==> src/rtl/hazard_ctrl.sv <==
// Hazard detection, stall/flush control and forwarding selects for a 5-stage pipe.
// Define HAZARD_FORWARD_EN to forward results and stall only on load-use.
module hazard_ctrl (
  input  logic        clk,
  input  logic        rst_n,
  input  logic        id_valid,
  input  logic [4:0]  id_rs1_addr,
  input  logic [4:0]  id_rs2_addr,
  input  logic        id_uses_rs1,
  input  logic        id_uses_rs2,
  input  logic [4:0]  id_rd_addr,
  input  logic        id_reg_write,
  input  logic        id_is_load,
  input  logic        ex_branch_taken,
  input  logic        mem_stall,
  output logic        stall_if,
  output logic        bubble_ex,
  output logic        flush_id,
  output logic        freeze,
  output logic [1:0]  fwd_a_sel,
  output logic [1:0]  fwd_b_sel,
  output logic [15:0] stall_cnt
);

  typedef struct packed {
    logic       valid;
    logic [4:0] rd;
    logic       reg_write;
    logic       is_load;
  } shadow_t;

  shadow_t ex_q;
  shadow_t mem_q;
  shadow_t wb_q;

  logic wr_ex;
  logic wr_mem;
  logic wr_wb;
  logic a_ex;
  logic a_mem;
  logic a_wb;
  logic b_ex;
  logic b_mem;
  logic b_wb;
  logic hazard;
  logic active;
  logic unused_shadow;

  // x0 is never a producer, so it can neither stall nor forward
  assign wr_ex  = ex_q.valid  & ex_q.reg_write  & (ex_q.rd  != 5'd0);
  assign wr_mem = mem_q.valid & mem_q.reg_write & (mem_q.rd != 5'd0);
  assign wr_wb  = wb_q.valid  & wb_q.reg_write  & (wb_q.rd  != 5'd0);

  assign a_ex  = id_valid & id_uses_rs1 & wr_ex
               & (id_rs1_addr == ex_q.rd);
  assign a_mem = id_valid & id_uses_rs1 & wr_mem
               & (id_rs1_addr == mem_q.rd);
  assign a_wb  = id_valid & id_uses_rs1 & wr_wb
               & (id_rs1_addr == wb_q.rd);
  assign b_ex  = id_valid & id_uses_rs2 & wr_ex
               & (id_rs2_addr == ex_q.rd);
  assign b_mem = id_valid & id_uses_rs2 & wr_mem
               & (id_rs2_addr == mem_q.rd);
  assign b_wb  = id_valid & id_uses_rs2 & wr_wb
               & (id_rs2_addr == wb_q.rd);

`ifdef HAZARD_FORWARD_EN
  assign hazard = (a_ex | b_ex) & ex_q.is_load;
`else
  assign hazard = a_ex | a_mem | a_wb | b_ex | b_mem | b_wb;
`endif

  assign active    = rst_n & ~mem_stall;
  assign freeze    = mem_stall;
  assign flush_id  = active & ex_branch_taken;
  assign stall_if  = active & ~ex_branch_taken & hazard;
  assign bubble_ex = active & (ex_branch_taken | hazard);

  always_ff @(posedge clk) begin
    if (!rst_n) begin
      ex_q      <= '0;
      mem_q     <= '0;
      wb_q      <= '0;
      stall_cnt <= '0;
    end else if (!mem_stall) begin
      wb_q            <= mem_q;
      mem_q           <= ex_q;
      ex_q.valid      <= id_valid & ~bubble_ex;
      ex_q.rd         <= id_rd_addr;
      ex_q.reg_write  <= id_reg_write;
      ex_q.is_load    <= id_is_load;
      if (stall_if && (stall_cnt != 16'hFFFF))
        stall_cnt <= stall_cnt + 16'd1;
    end
  end

`ifdef HAZARD_FORWARD_EN
  logic [1:0] fwd_a_q;
  logic [1:0] fwd_b_q;

  // youngest producer wins
  function automatic logic [1:0] pick(
    input logic m_ex,
    input logic m_mem,
    input logic m_wb
  );
    logic [1:0] s;
    s = 2'b00;
    if (m_ex)
      s = 2'b01;
    else if (m_mem)
      s = 2'b10;
    else if (m_wb)
      s = 2'b11;
    return s;
  endfunction

  always_ff @(posedge clk) begin
    if (!rst_n) begin
      fwd_a_q <= 2'b00;
      fwd_b_q <= 2'b00;
    end else if (!mem_stall) begin
      if (bubble_ex) begin
        fwd_a_q <= 2'b00;
        fwd_b_q <= 2'b00;
      end else begin
        fwd_a_q <= pick(a_ex, a_mem, a_wb);
        fwd_b_q <= pick(b_ex, b_mem, b_wb);
      end
    end
  end

  assign fwd_a_sel = fwd_a_q;
  assign fwd_b_sel = fwd_b_q;
`else
  assign fwd_a_sel = 2'b00;
  assign fwd_b_sel = 2'b00;
`endif

  assign unused_shadow = ^{ex_q.is_load, wb_q.is_load};

endmodule

==> config.mk <==
export PLATFORM = sky130hd
export DESIGN_NAME = hazard_ctrl
export DESIGN_NICKNAME = d
export VERILOG_FILES = /design/src/rtl/hazard_ctrl.sv
export SDC_FILE = /design/constraint.sdc
export NUM_CORES = 1
export LEC_CHECK = 0
export ABC_AREA = 0
export CORE_MARGIN = 2
export CORE_UTILIZATION = 40
export DETAILED_ROUTE_END_ITERATION = 16
export DONT_BUFFER_PORTS = 1
export MAX_ROUTING_LAYER = met4
export PLACE_DENSITY = 0.64
export SLEW_MARGIN = 20
export SYNTH_ARGS = -nofsm -noshare
export SYNTH_HDL_FRONTEND = slang
export SYNTH_SLANG_ARGS = --single-unit
==> constraint.sdc <==
create_clock -name clk -period 4.45 [get_ports clk]
set_input_delay 0.89 -clock clk [delete_from_list [all_inputs] [get_ports clk]]
set_output_delay 0.89 -clock clk [all_outputs]
set_load 0.1 [all_outputs]
==> results.json <==
{
  "synthArstFlopShare": 0,
  "dr_total_vias": 1652,
  "netlist_instances": 237,
  "gp_congestion": 0.905,
  "insertion_delay_ns": 0.29,
  "end_kind": "output pin",
  "max_freq_mhz": 292,
  "yosys_warnings": 0,
  "dieArea_sq_mm": 0.00576,
  "synth_ff_type": "dfxtp_1",
  "drtAntennaViolNets": 0,
  "start_util": 0.410,
  "rows": 26,
  "power.leakage_nw": 0.853,
  "numCtsBuffers": 5,
  "netlist_area_sq_mm": 0.00207,
  "maxCapViolCount": 0,
  "slew-limit-headroom": 0.281,
  "diodes": 0,
  "dr.pass1.iters": 4,
  "ctsHoldBuffers": 0,
  "final_area_sq_mm": 0.00227,
  "hold_path_class": "reg -> reg",
  "setup_viol": 0,
  "fin_crit_sh": 0.770,
  "via_per_inst": 5.28,
  "grt_pass1_vias": 1475,
  "hpwl_microns": 3270,
  "post_cts_buffers": 0,
  "post_drt_wl_per_cell_microns": 14.4,
  "cts.path.max_buffers": 2,
  "required_ns": 3.56,
  "slew_viol_final": 0,
  "period_minus_slack_ns": 3.43,
  "design.core.area_sq_mm": 0.00504,
  "clk_pin_slew_ns": 0.07,
  "wirelength_microns": 4500,
  "overflow": 0,
  "die_w_microns": 75.9,
  "syn_to_final_growth_pct": 9.75,
  "fillers": 499,
  "r2r_slack_ns": 1.21,
  "syn_avg_cell_area_sq_um": 8.72,
  "place_area_sq_mm": 0.00218,
  "path_max_fanout": 5,
  "power.density_mw_per_mm2": 287,
  "cts_tree": "done",
  "grt_max_degree": 30,
  "yosysSeqAreaShare": 0.358,
  "synth_edf_count": 0,
  "worst_slew_pin_slew_ns": 1.08,
  "finalPower_mw": 0.651,
  "crit_arrival_ns": 2.54,
  "grt_pass1_wl_microns": 7120,
  "crit_type": "reg -> out",
  "die_y_microns": 75.9,
  "worst_clock_skew_ns": 0.00684,
  "finalHoldViolations": 0,
  "ctsResizeCount": 0,
  "critPathLaunchType": "flip-flop",
  "fin_tns_setup_ns": 0,
  "numClockSinks": 37,
  "fin_nets": 268,
  "clockRootBuffer": "clkbuf_8",
  "ys_ff_latch": 37,
  "remaining_drc_errors": 0,
  "h-tree-depth": 2,
  "port_buffers": 0,
  "drt_iter0_markers": 70,
  "yosysUniqueCellTypes": 38,
  "irDropWorstVdd_uv": 138,
  "antenna_found_initial": 0,
  "groute.usage.overall": 0.169,
  "drive_gt1_frac": 0.0947,
  "rsz0062_at_grt": "no",
  "io_pins": 48,
  "status": "completed"
}
placed cells by master, fill, tap and decap left out, types with 3 or more instances in the layout:
| cell type | count |
|---|---|
| a21oi_1 | 6 |
| and3_1 | 7 |
| buf_4 | 11 |
| clkbuf_8 | 6 |
| conb_1 | 4 |
| dfxtp_1 | 37 |
| inv_1 | 3 |
| mux2i_1 | 26 |
| nand2_1 | 16 |
| nand2b_1 | 5 |
| nand3_1 | 9 |
| nand4_1 | 8 |
| nor2_1 | 27 |
| nor3_1 | 5 |
| nor4_1 | 4 |
| o211ai_1 | 3 |
| o21ai_0 | 3 |
| o31ai_1 | 3 |
| or4_1 | 6 |
| xnor2_1 | 28 |
| xor2_1 | 5 |
cell type report:
| type | instances | area (sq um) | share of cell area |
|---|---|---|---|
| Inverter | 3 | 11.3 | 0.00496 |
| Tap cell | 70 | 87.6 | 0.0386 |
| Sequential cell | 37 | 741 | 0.327 |
| Clock buffer | 7 | 86.3 | 0.0381 |
| Multi-Input combinational cell | 185 | 1260 | 0.555 |
| Timing Repair Buffer | 11 | 82.6 | 0.0364 |
sequential cells by signal, indices dropped and copies added (netlist names):
name       count
wb_q           7
ex_q           7
stall_cnt     16
mem_q          7
final timing paths:
check               startpoint            to  cells past startpoint
setup / recovery      mem_q[3]     bubble_ex                      7
hold / removal         ex_q[7]       ex_q[7]                      2
setup reg to reg  stall_cnt[9]  stall_cnt[7]                      7
hold reg to reg        ex_q[7]       ex_q[7]                      2
cells by family (layout without fill, tap and decap cells):
logic type,after synthesis,count (layout),share of synthesized area
AO/OA/AOI/OAI,26,26,0.0860
XOR/XNOR,33,33,0.140
adder cells (fa/ha/maj),1,1,0.00605
buffers and inverters,18,21,0.0460
flip-flops,37,37,0.358
multiplexers,26,26,0.126
other,1,4,0.00181
AND/OR/NAND/NOR,95,95,0.236
stage by stage:
step	std cells	worst slack, ns	utilization	hold WS, ns
2_1_floorplan	240	0.358	-	0.454
3_3_place_gp	306	1.19	0.433	0.475
3_5_place_dp	306	1.18	0.433	0.483
4_1_cts	313	0.996	0.450	0.493
5_1_grt	313	0.857	0.450	0.541
6_report	313	1.02	0.450	0.489
metal layers:
metal	track usage	wire length [microns]
met1	0.205	2100
met2	0.264	2070
met3	0.0569	268
met4	0.0526	65
met5	-	0
power breakdown:
part           switching (mW)  internal [mW]
Sequential            0.00984          0.338
Combinational          0.0393         0.0289
Clock                   0.113          0.123
worst max-delay path, stage by stage, from the launching register on:
cell and delay, ns:
dfxtp_1 0.36, or4_1 0.54, o211ai_1 0.22, nor4_1 0.10
or2_2 0.31, nor3_1 0.38, o31ai_4 0.07, buf_4 0.26
Yosys cell counts (all sizes together), types with 3 or more instances:
| cell | instances | area share |
|---|---|---|
| buf | 8 | 0.028 |
| nand3 | 9 | 0.022 |
| inv | 3 | 0.0054 |
| nor3 | 5 | 0.012 |
| o31ai | 4 | 0.015 |
| and3 | 7 | 0.021 |
| a21oi | 7 | 0.017 |
| nor2 | 27 | 0.049 |
| o21ai | 3 | 0.0073 |
| clkbuf | 7 | 0.013 |
| dfxtp | 37 | 0.36 |
| nand2 | 16 | 0.029 |
| nand4 | 8 | 0.024 |
| nor4 | 4 | 0.012 |
| mux2i | 26 | 0.13 |
| or4 | 7 | 0.027 |
| xnor2 | 28 | 0.12 |
| xor2 | 5 | 0.021 |
| nand2b | 5 | 0.015 |
| o211ai | 3 | 0.011 |
Power figures use the tool's default switching activity.
